`config.mk`:
```
export PLATFORM = sky130hd
export DESIGN_NAME = hilo_muldiv_unit
export DESIGN_NICKNAME = d
export VERILOG_FILES = /design/src/rtl/muldiv_pkg.sv /design/src/rtl/muldiv_magnitude.sv /design/src/rtl/hilo_muldiv_unit.sv
export SDC_FILE = /design/constraint.sdc
export NUM_CORES = 1
export LEC_CHECK = 0
export ABC_AREA = 1
export BUFFER_PORTS_ARGS = -buffer_cell sky130_fd_sc_hd__buf_2
export CORE_MARGIN = 2
export CORE_UTILIZATION = 35
export DETAILED_ROUTE_END_ITERATION = 16
export GPL_TIMING_DRIVEN = 0
export PLACE_DENSITY = 0.57
export SKIP_LAST_GASP = 1
export SLEW_MARGIN = 15
export SYNTH_ARGS = -nofsm -noshare
export SYNTH_HDL_FRONTEND = slang
export SYNTH_SLANG_ARGS = --single-unit
```
`constraint.sdc`:
```
create_clock -name clk -period 5.9 [get_ports clk]
set_clock_uncertainty 0.15 [all_clocks]
set_input_delay 0.885 -clock clk [delete_from_list [all_inputs] [get_ports clk]]
set_output_delay 0.885 -clock clk [all_outputs]
set_load 0.005 [all_outputs]
```
`src/rtl/muldiv_pkg.sv`:
```
// Shared encodings for the HI/LO multiply/divide unit: issue opcodes,
// FSM states and small opcode classification helpers.
package muldiv_pkg;

    localparam logic [2:0] OP_MULT  = 3'b000;
    localparam logic [2:0] OP_MULTU = 3'b001;
    localparam logic [2:0] OP_DIV   = 3'b010;
    localparam logic [2:0] OP_DIVU  = 3'b011;
    localparam logic [2:0] OP_MTHI  = 3'b100;
    localparam logic [2:0] OP_MTLO  = 3'b101;

    typedef enum logic [1:0] {
        S_IDLE = 2'd0,
        S_MUL  = 2'd1,
        S_DIV  = 2'd2
    } state_t;

    function automatic logic op_is_mul(input logic [2:0] op);
        return (op == OP_MULT) || (op == OP_MULTU);
    endfunction

    function automatic logic op_is_div(input logic [2:0] op);
        return (op == OP_DIV) || (op == OP_DIVU);
    endfunction

    function automatic logic op_is_signed(input logic [2:0] op);
        return (op == OP_MULT) || (op == OP_DIV);
    endfunction

endpackage

```
`src/rtl/muldiv_magnitude.sv`:
```
// Unsigned iterative core: holds the 2*WIDTH accumulator and the iteration
// count, and performs one shift-add (multiply) or restoring shift-subtract
// (divide) step per enabled cycle. Signs are handled by the caller.
module muldiv_magnitude #(
    parameter int WIDTH = 32,
    parameter int CW    = $clog2(WIDTH)
) (
    input  logic               clk,
    input  logic               reset,
    input  logic               load,
    input  logic               step,
    input  logic               div_mode,
    input  logic [WIDTH-1:0]   init_lo,
    input  logic [WIDTH-1:0]   operand,
    output logic [2*WIDTH-1:0] acc_next,
    output logic               last
);

    logic [2*WIDTH-1:0] acc;
    logic [WIDTH-1:0]   operand_q;
    logic [CW-1:0]      count;

    logic [WIDTH:0]     mul_sum;
    logic [WIDTH:0]     rem_sh;
    logic [WIDTH:0]     diff;
    logic               fits;
    logic [2*WIDTH-1:0] mul_next;
    logic [2*WIDTH-1:0] div_next;

    // Next accumulator value for one iteration of the selected algorithm.
    // The multiplier sits in the low half and is consumed LSB first; the
    // dividend sits in the low half and quotient bits shift in behind it.
    always_comb begin
        mul_sum  = {1'b0, acc[2*WIDTH-1:WIDTH]} + (acc[0] ? {1'b0, operand_q} : '0);
        mul_next = {mul_sum, acc[WIDTH-1:1]};
        rem_sh   = acc[2*WIDTH-1:WIDTH-1];
        fits     = (rem_sh >= {1'b0, operand_q});
        diff     = rem_sh - {1'b0, operand_q};
        div_next = fits ? {diff[WIDTH-1:0],   acc[WIDTH-2:0], 1'b1}
                        : {rem_sh[WIDTH-1:0], acc[WIDTH-2:0], 1'b0};
        acc_next = div_mode ? div_next : mul_next;
        last     = (count == '0);
    end

    // Accumulator, latched addend/divisor and iteration count.
    always_ff @(posedge clk) begin
        if (reset) begin
            acc       <= '0;
            operand_q <= '0;
            count     <= '0;
        end else if (load) begin
            acc       <= {{WIDTH{1'b0}}, init_lo};
            operand_q <= operand;
            count     <= CW'(WIDTH - 1);
        end else if (step) begin
            acc <= acc_next;
            if (count != '0) begin
                count <= count - 1'b1;
            end
        end
    end

endmodule

```
`src/rtl/hilo_muldiv_unit.sv`:
```
// HI/LO multiply/divide unit. Owns the sequencing FSM, operand and sign
// latching, the final two's-complement fixup, and the HI/LO registers.
//
//  state  | meaning
//  S_IDLE | accepts MUL/DIV issue and single-cycle MTHI/MTLO writes
//  S_MUL  | shift-add iterations on operand magnitudes
//  S_DIV  | restoring divide iterations on operand magnitudes
module hilo_muldiv_unit
    import muldiv_pkg::*;
#(
    parameter int WIDTH = 32
) (
    input  logic             clk,
    input  logic             reset,
    input  logic             start,
    input  logic [2:0]       op,
    input  logic [WIDTH-1:0] srca,
    input  logic [WIDTH-1:0] srcb,
    output logic             busy,
    output logic             done,
    output logic [WIDTH-1:0] hi,
    output logic [WIDTH-1:0] lo
);

    state_t             state;
    logic               neg_res;
    logic               neg_rem;
    logic               div_zero;
    logic [WIDTH-1:0]   a_raw;

    logic               is_signed_op;
    logic               is_div_op;
    logic               load;
    logic               step;
    logic               div_mode;
    logic [WIDTH-1:0]   a_mag;
    logic [WIDTH-1:0]   b_mag;
    logic [WIDTH-1:0]   init_lo;
    logic [WIDTH-1:0]   operand;
    logic [2*WIDTH-1:0] acc_next;
    logic               last;

    logic [2*WIDTH-1:0] prod;
    logic [WIDTH-1:0]   quo;
    logic [WIDTH-1:0]   rem;
    logic [WIDTH-1:0]   div_lo;
    logic [WIDTH-1:0]   div_hi;

    // Issue decode and operand magnitudes presented to the core on load.
    always_comb begin
        is_signed_op = op_is_signed(op);
        is_div_op    = op_is_div(op);
        a_mag        = (is_signed_op && srca[WIDTH-1]) ? (~srca + 1'b1) : srca;
        b_mag        = (is_signed_op && srcb[WIDTH-1]) ? (~srcb + 1'b1) : srcb;
        load         = (state == S_IDLE) && start && (op_is_mul(op) || is_div_op);
        step         = (state != S_IDLE);
        div_mode     = (state == S_IDLE) ? is_div_op : (state == S_DIV);
        init_lo      = is_div_op ? a_mag : b_mag;
        operand      = is_div_op ? b_mag : a_mag;
    end

    muldiv_magnitude #(
        .WIDTH (WIDTH)
    ) u_mag (
        .clk      (clk),
        .reset    (reset),
        .load     (load),
        .step     (step),
        .div_mode (div_mode),
        .init_lo  (init_lo),
        .operand  (operand),
        .acc_next (acc_next),
        .last     (last)
    );

    // Sign fixup applied to the last iteration's result as it is written.
    // Divide-by-zero bypasses the magnitude result entirely.
    always_comb begin
        prod   = neg_res ? (~acc_next + 1'b1) : acc_next;
        quo    = acc_next[WIDTH-1:0];
        rem    = acc_next[2*WIDTH-1:WIDTH];
        div_lo = div_zero ? '1    : (neg_res ? (~quo + 1'b1) : quo);
        div_hi = div_zero ? a_raw : (neg_rem ? (~rem + 1'b1) : rem);
    end

    // Sequencing FSM with registered busy/done and the HI/LO registers.
    always_ff @(posedge clk) begin
        if (reset) begin
            state    <= S_IDLE;
            busy     <= 1'b0;
            done     <= 1'b0;
            hi       <= '0;
            lo       <= '0;
            neg_res  <= 1'b0;
            neg_rem  <= 1'b0;
            div_zero <= 1'b0;
            a_raw    <= '0;
        end else begin
            done <= 1'b0;
            case (state)
                S_IDLE: begin
                    if (start) begin
                        case (op)
                            OP_MULT, OP_MULTU, OP_DIV, OP_DIVU: begin
                                state    <= is_div_op ? S_DIV : S_MUL;
                                busy     <= 1'b1;
                                neg_res  <= is_signed_op && (srca[WIDTH-1] ^ srcb[WIDTH-1]);
                                neg_rem  <= is_signed_op && srca[WIDTH-1];
                                div_zero <= is_div_op && (srcb == '0);
                                a_raw    <= srca;
                            end
                            OP_MTHI: hi <= srca;
                            OP_MTLO: lo <= srca;
                            default: ;
                        endcase
                    end
                end
                S_MUL: begin
                    if (last) begin
                        {hi, lo} <= prod;
                        state    <= S_IDLE;
                        busy     <= 1'b0;
                        done     <= 1'b1;
                    end
                end
                S_DIV: begin
                    if (last) begin
                        hi    <= div_hi;
                        lo    <= div_lo;
                        state <= S_IDLE;
                        busy  <= 1'b0;
                        done  <= 1'b1;
                    end
                end
                default: begin
                    state <= S_IDLE;
                    busy  <= 1'b0;
                end
            endcase
        end
    end

endmodule

```
==> results of run 1 <==
==> sequential cells by signal, summed over array words and instances, names as in the netlist, 2 cells and up <==
signal,flops
u_mag.acc,64
a_raw,32
hi,32
lo,32
u_mag.operand_q,32
u_mag.count,5
state,2
==> tightest hold or removal path, cell delays in order, from the launching register on <==
cell	delay [ns]
dfxtp_1	0.32
nand2_1	0.05
o21ai_0	0.06
==> power breakdown <==
| group | switching (mW) | internal, mW |
|---|---|---|
| combinational | 7.41 | 2.93 |
| sequential | 0.415 | 1.80 |
| clock | 0.657 | 1.04 |
==> logic make-up after synthesis <==
logic type	Yosys count
AOI/OAI and AO/OA	716
xor gates and xnor gates	95
adders and majority gates	76
buffers and inverters	669
DFF	204
and+or+nand+nor	1737
==> worst min-delay path by stage <==
stage	to	slack, ns	cells past startpoint
2_1_floorplan	a_raw[1]	0.27	2
3_3_place_gp	a_raw[4]	0.29	2
3_5_place_dp	a_raw[4]	0.29	2
4_1_cts	a_raw[4]	0.31	2
5_1_grt	a_raw[2]	0.34	2
6_report	a_raw[4]	0.31	2
==> cell usage in the layout (no fill, tap or decap), types with 20 or more instances in the layout <==
cell         n
nand2_1    988
inv_1      499
nor2_1     340
o21ai_0    308
nand3_1    230
dfxtp_1    204
a21oi_1    180
buf_2      151
clkbuf_1   103
ha_1        74
xor2_1      68
o22ai_1     51
a31oi_1     48
nor3_1      36
xnor2_1     27
o21ai_1     27
nand2_2     25
clkbuf_16   25
o211ai_1    23
nor2_2      21
inv_2       20
nand4_1     20
==> routing by layer <==
metal  GRT usage  part of all wire  vias up
li1            -                 -    11600
met1       0.446              0.42    11100
met2       0.544              0.44     1187
met3      0.0407             0.077      263
met4       0.176             0.062        0
met5           0                 0        -
==> final cells by class <==
cell class,count,area (sq um)
fill,6335,34000
clock inverter,9,156
inverter,526,1970
tap,756,946
buffer,143,671
timing repair buffer,135,676
sequential,204,4080
clock buffer,35,733
multi-input combinational,2624,13300
==> metrics by stage <==
| step | total power, mW | std cells | area [sq um] | hold slack [ns] | setup WS (ns) |
|---|---|---|---|---|---|
| after floorplan | 8.81 | 3497 | 20000 | 0.273 | 2.14 |
| after global placement | 12.2 | 4388 | 21600 | 0.293 | 0.867 |
| after detailed placement | 12.2 | 4388 | 21600 | 0.294 | 0.881 |
| after CTS | 13.9 | 4432 | 22500 | 0.308 | 0.843 |
| after global routing | 15.3 | 4432 | 22500 | 0.341 | 0.326 |
| final | 14.2 | 4432 | 22500 | 0.312 | 0.757 |
==> impl_metrics.toml, run 1 <==
[timing]
rsz0062_at_grt = "no"
finalCriticalPeriod_ns = 5.14
hold_violations = 0
worstMarginPinSlew_ns = 1.02
period_share = 0.872
setup_viol = 0
fmax_mhz = 194
report.final.slew_viol_count = 0
tns_ns = 0
max_slew_margin = 0.316

[setup_path]
critPathMaxFanout = 10
required_ns = 6.18
cp.arrival_ns = 5.43
critPathSlowestCell = "clkbuf_1"
reg2reg_depth = 28
critPathMaxStageDelay_ns = 0.38
regToRegStartpoint = "u_mag.acc[0]"
critPathTopFamily = "simple AND/OR/NAND/NOR gates"
crit_type = "flop to flop"
cp_common_cell = "nand2_1"
crit_cells = 28
cp-endpoint = "hi[21]"
timing.rr.end = "hi[21]"
reg2reg_slack_ns = 0.76
crit_start = "u_mag.acc[0]"
critPathLaunchType = "flop"
critPathBufInv = 5
crit_path_end_kind = "flop"

[global_routing]
grt_pass1_wl_um = 149000
track_usage = 0.339
grt_pass1_vias = 22600
overflow = 0
grt_start_max_net_pins = 14
antenna_found_initial = 0

[die]
num_rows = 87
start_util = 0.354
die_area_sq_um = 59100
io_pins = 136
die_height_um = 243
die_x_um = 243
core_area_sq_um = 56500

[place]
dp_hpwl_um = 86600
gp_congestion = 1.03
numPortBuffers = 135

[clock_network]
cts_tree = "done"
clk_latency_ns = 0.55
root_buffer = "clkbuf_16"
htreeDepth = 1
clk_pin_slew_ns = 0.06
postCtsHoldBufs = 0
clk_path_buf_depth = 3
cts_setup_buffers = 0
postCtsResizedCells = 0
numCtsBuffers = 24
cts.sinks = 204

[worst_hold_path]
hp-start = "a_raw[4]"
hold_path_class = "flop to flop"

[synth]
synth_edf_count = 0
synth_fa_ha_area_frac = 0.0482
synth_most_common_cell = "nand2_1"
ys_top_cells_by_area = "dfxtp_1 (20%), nand2_1 (19%), inv_1 (9.4%)"
synth_top_family_by_area = "simple AND/OR/NAND/NOR gates"
synth_area_sq_um = 20000
synthSimpleGateAreaFrac = 0.372
synth_seq_cells = 204
synth_cell_types = 63
post_synth_mux_area_share = 0
synth_top_area_cell = "dfxtp_1"
synthArstFlopShare = 0
ys_top_cells_by_count = "nand2_1 (988), inv_1 (499), nor2_1 (340), o21ai_0 (308), nand3_1 (230)"
synthCells = 3497
yosysSeqAreaShare = 0.204
synth_top_cell_area_share = 0.204
synth-xor-area-share = 0.0416
avgSynthCellArea_sq_um = 5.73
syn_nets = 3643
ys.flop_type = "dfxtp_1"
ys_warn_count = 0
synth_compound_area_frac = 0.202

[route]
route.vias.total = 24100
firstDrtPassIters = 6
wl_per_cell_um = 23.2
antenna_left = 0
routed_wl_um = 103000
drc = 0
avgViaCountPerCell = 5.44
drtIter0Drc = 2758

[layout]
fin_nets = 3804
diodes = 0
area_growth_pct = 12.5
drive_gt1_frac = 0.0952
utilization = 0.399

[power_and_ir_drop]
ir_worst_vdd_mv = 0.295
cellPowerDensity_nw_per_um2 = 632
p_leak_nw = 11.4

[run_status]
outcome = "complete, no violations"

[job]
drv_cap = 0
(Power assumes the default switching activity.)
==> inputs of run 2 (changes only) <==
--- a/config.mk
+++ b/config.mk
@@ -7,11 +7,10 @@
 export LEC_CHECK = 0
 export ABC_AREA = 1
 export BUFFER_PORTS_ARGS = -buffer_cell sky130_fd_sc_hd__buf_2
-export CORE_MARGIN = 2
-export CORE_UTILIZATION = 35
+export CORE_UTILIZATION = 23
 export DETAILED_ROUTE_END_ITERATION = 16
 export GPL_TIMING_DRIVEN = 0
-export PLACE_DENSITY = 0.57
+export PLACE_DENSITY = 0.43
 export SKIP_LAST_GASP = 1
 export SLEW_MARGIN = 15
 export SYNTH_ARGS = -nofsm -noshare
==> impl_metrics.toml, run 2 (synthesized netlist as in run 1, its figures left out) <==
[run_status]
outcome = "complete, no violations"

[power_and_ir_drop]
seq_power_share = 0.152
p_sw_frac = 0.607
switchingPower_mw = 8.89
p_clk_frac = 0.122
p_leak_nw = 11.4
intPower_mw = 5.76
ir_worst_vdd_mv = 0.383
power_mw = 14.6
combPwrFrac = 0.726
cellPowerDensity_nw_per_um2 = 635

[setup_path]
critPathMaxFanout = 10
reg2reg_depth = 29
cp_common_cell = "nand2_1"
critPathMaxStageDelay_ns = 0.51
reg2reg_slack_ns = 0.50
crit_start = "u_mag.acc[0]"
required_ns = 6.22
crit_path_end_kind = "flop"
crit_type = "flop to flop"
regToRegStartpoint = "u_mag.acc[0]"
cp.arrival_ns = 5.71
critPathLaunchType = "flop"
timing.rr.end = "hi[25]"
critPathSlowestCell = "clkbuf_1"

[layout]
final_common_cell = "nand2_1"
drive_gt1_frac = 0.0964
area_growth_pct = 15.3
largest_register_ffs = 64
top_register = "u_mag.acc"
mostFrequentLayoutCells = "nand2_1 (988), inv_1 (499), nor2_1 (340)"
nFillCells = 10000
fin_nets = 3808

[die]
core_area_sq_um = 85700
die_x_um = 297
num_rows = 107
start_util = 0.234
io_pins = 136
die_height_um = 297
die_area_sq_um = 88200

[route]
wl_per_cell_um = 23.5
firstDrtPassIters = 6
antenna_left = 0
avgViaCountPerCell = 4.96
drc = 0
route.vias.total = 23900
drtIter0Drc = 2435
routed_wl_um = 114000

[clock_network]
cts_setup_buffers = 0
htreeDepth = 1
cts.sinks = 204
clk_latency_ns = 0.63
numCtsBuffers = 28
cts_tree = "done"
postCtsHoldBufs = 0
clk_pin_slew_ns = 0.06
clk_path_buf_depth = 3
root_buffer = "clkbuf_16"
postCtsResizedCells = 0

[timing]
rsz0062_at_grt = "no"
fmax_mhz = 185
tns_ns = 0
report.final.slew_viol_count = 0
period_share = 0.915
finalCriticalPeriod_ns = 5.40
worstMarginPinSlew_ns = 1.01
max_slew_margin = 0.330
setup_viol = 0
hold_violations = 0

[global_routing]
grt_pass1_wl_um = 161000
antenna_found_initial = 1
track_usage = 0.249
grt_pass1_vias = 22700
grt_start_max_net_pins = 17
overflow = 0

[worst_hold_path]
hold_path_class = "flop to flop"
hp-start = "a_raw[4]"
holdPathEnd = "a_raw[4]"
whs_path_depth = 2

[place]
numPortBuffers = 135
dp_hpwl_um = 96000
gp_congestion = 0.984

[job]
drv_cap = 0
==> run 2: cell types whose count changed in the layout (fill, tap and decap cells not counted), moves of 2 or more <==
| cell | change |
|---|---|
| clkinv_4 | +2 |
| clkbuf_16 | +3 |
| clkinv_2 | +3 |
| bufinv_16 | -2 |
| clkbuf_1 | +2 |
| clkbuf_8 | -2 |
==> run 2: final cells by class <==
class                      instances  area [sq um]  area share
clock inverter                    13           160     0.00694
timing repair buffer             135           676      0.0293
tap                             1144          1430      0.0620
clock buffer                      38           788      0.0342
multi-input combinational       2624         13300       0.576
inverter                         526          1970      0.0855
antenna                            1          2.50    0.000108
buffer                           143           671      0.0291
sequential                       204          4080       0.177
==> run 2: through the flow <==
step | hold WS [ns] | util | std cells | setup WS [ns] | cell area, sq um
3_5_place_dp | 0.298 | 0.258 | 4776 | 0.673 | 22100
2_1_floorplan | 0.273 | - | 3497 | 2.14 | 20000
3_3_place_gp | 0.293 | 0.258 | 4776 | 0.664 | 22100
4_1_cts | 0.312 | 0.269 | 4827 | 0.692 | 23100
6_report | 0.308 | 0.269 | 4828 | 0.504 | 23100
5_1_grt | 0.347 | 0.269 | 4827 | 0.158 | 23100
==> run 2: power by group through the flow <==
stage / Clock, mW / Sequential, mW / Combinational, mW
2_1_floorplan: 0 / 2.04 / 6.77
3_3_place_gp: 0 / 2.24 / 10.5
3_5_place_dp: 0 / 2.23 / 10.4
4_1_cts: 1.81 / 2.21 / 10.5
5_1_grt: 1.85 / 2.25 / 11.6
6_report: 1.79 / 2.22 / 10.6
==> run 2: routing by layer <==
metal  part of all wire  up-vias  GRT usage
met1               0.45    11300      0.333
met4              0.050        0      0.107
met5                  0        -          0
met3              0.051      198     0.0198
li1                   -    11600          -
met2               0.45      875      0.408
==> run 2: worst max-delay path by stage <==
stage,cells after the start,end
after floorplan,26,hi[26]
after global placement,23,hi[21]
after detailed placement,23,hi[21]
after CTS,23,hi[21]
after global routing,22,hi[25]
final,29,hi[25]
==> run 2: critical path: cells and delay by family (launching register included) <==
| kind | cells | cell delay [ns] |
|---|---|---|
| compound gates | 1 | 0.08 |
| fa+ha+maj | 2 | 0.77 |
| simple gates | 22 | 2.96 |
| buf+inv | 4 | 1.02 |
| flops | 1 | 0.31 |
==> inputs of run 3 (changes only) <==
--- a/config.mk
+++ b/config.mk
@@ -7,6 +7,7 @@
 export LEC_CHECK = 0
 export ABC_AREA = 1
 export BUFFER_PORTS_ARGS = -buffer_cell sky130_fd_sc_hd__buf_2
+export CORE_MARGIN = 3
 export CORE_UTILIZATION = 23
 export DETAILED_ROUTE_END_ITERATION = 16
 export GPL_TIMING_DRIVEN = 0
==> impl_metrics.toml, run 3 (synthesized netlist as in run 1, its figures left out) <==
[run_status]
outcome = "complete, no violations"

[clock_network]
clk_pin_slew_ns = 0.06
postCtsResizedCells = 0
postCtsHoldBufs = 0
htreeDepth = 1
cts.sinks = 204
root_buffer = "clkbuf_16"
cts_setup_buffers = 0
clk_latency_ns = 0.58
clk_path_buf_depth = 3
numCtsBuffers = 27
cts_tree = "done"

[power_and_ir_drop]
cellPowerDensity_nw_per_um2 = 627
seq_power_share = 0.153
p_leak_nw = 11.4
intPower_mw = 5.70
p_clk_frac = 0.116
combPwrFrac = 0.731
ir_worst_vdd_mv = 0.302
p_sw_frac = 0.605
switchingPower_mw = 8.73
power_mw = 14.4

[die]
die_area_sq_um = 90600
core_area_sq_um = 85700
die_height_um = 301
num_rows = 107
io_pins = 136
start_util = 0.234
die_x_um = 301

[worst_hold_path]
hold_path_class = "flop to flop"

[route]
antenna_left = 0
drtIter0Drc = 2380
route.vias.total = 23900
wl_per_cell_um = 23.3
avgViaCountPerCell = 4.95
drc = 0
firstDrtPassIters = 6
routed_wl_um = 113000

[setup_path]
critPathMaxFanout = 10
cp_common_cell = "nand2_1"
critPathMaxStageDelay_ns = 0.77
required_ns = 6.20
cp_cell_sequence = "clkbuf_1 > clkbuf_1 > nand2_1 > inv_1 > ha_1 > a21oi_1 > nand2_1 > nand2_1 > nand3_1 > o21ai_0 > nand2_1 > a21oi_2 > nand2_1 > nor2_1 > nand2_1 > o21ai_1 > nand2_1 > nand2_1 > nand3_1 > nand2_1 > nand2_1 > nand2_1 > a21oi_1"
reg2reg_slack_ns = 0.30
cp.arrival_ns = 5.90
critPathSlowestCell = "o21ai_0"
critPathLaunchType = "flop"
crit_path_end_kind = "flop"
crit_type = "flop to flop"

[place]
dp_hpwl_um = 95200
gp_congestion = 1.01
numPortBuffers = 135

[job]
drv_cap = 0

[timing]
worstMarginPinSlew_ns = 1.01
fmax_mhz = 178
period_share = 0.950
tns_ns = 0
finalCriticalPeriod_ns = 5.60
hold_violations = 0
rsz0062_at_grt = "no"
setup_viol = 0
hold_ws_ns = 0.323
max_slew_margin = 0.318
report.final.slew_viol_count = 0

[layout]
utilization = 0.268
top_register = "u_mag.acc"
drive_gt1_frac = 0.0957
largest_register_ffs = 64
mostFrequentLayoutCells = "nand2_1 (988), inv_1 (499), nor2_1 (340)"
area_growth_pct = 14.9
fin_nets = 3807
final_common_cell = "nand2_1"

[global_routing]
antenna_found_initial = 3
grt_start_max_net_pins = 13
grt_pass1_vias = 22600
overflow = 0
grt_pass1_wl_um = 160000
track_usage = 0.241
==> run 3: path summary, 6_finish.rpt <==
kind	startpoint	to	depth (start not counted)
max	u_mag.acc[0]	hi[25]	23
min	busy	busy	2
max reg2reg	u_mag.acc[0]	hi[25]	23
min reg2reg	busy	busy	2
==> run 3: metrics by stage <==
stage | setup slack [ns] | cells | cell area, sq um
final | 0.296 | 4825 | 23000
after global routing | 0.131 | 4824 | 23000
after CTS | 0.535 | 4824 | 23000
after detailed placement | 0.571 | 4776 | 22100
after global placement | 0.517 | 4776 | 22100
after floorplan | 2.14 | 3497 | 20000
==> run 3: cell type report <==
class	instances	area, sq um
inverters	526	1970
fillers	10000	62700
clock buffers	36	749
multi-input cells	2624	13300
diodes	1	2.50
well taps	1144	1430
flip-flops and latches	204	4080
clock inverters	12	121
plain buffers	143	671
repair buffers	135	676
==> run 3: worst max-delay path, delay by kind of cell (launching register included) <==
kind / cells / cell delay (ns)
AO/OA/AOI/OAI: 5 / 1.92
adder cells (fa/ha/maj): 1 / 0.34
buffers and inverters: 3 / 0.98
flip-flops: 1 / 0.31
AND/OR/NAND/NOR: 14 / 1.76
==> run 3: per-layer routing <==
| metal | vias to the layer above | GRT usage | part of all wire |
|---|---|---|---|
| met3 | 206 | 0.0247 | 0.059 |
| met1 | 11100 | 0.323 | 0.45 |
| met5 | - | 0 | 0 |
| met4 | 0 | 0.104 | 0.050 |
| met2 | 935 | 0.390 | 0.45 |
| li1 | 11600 | - | - |
==> run 3: power by group through the flow <==
stage / clock [mW] / combinational (mW) / sequential [mW]
finish: 1.68 / 10.5 / 2.21
global route: 1.76 / 11.5 / 2.23
detailed placement: 0 / 10.3 / 2.22
global placement: 0 / 10.4 / 2.22
floorplan: 0 / 6.77 / 2.04
CTS: 1.70 / 10.4 / 2.20
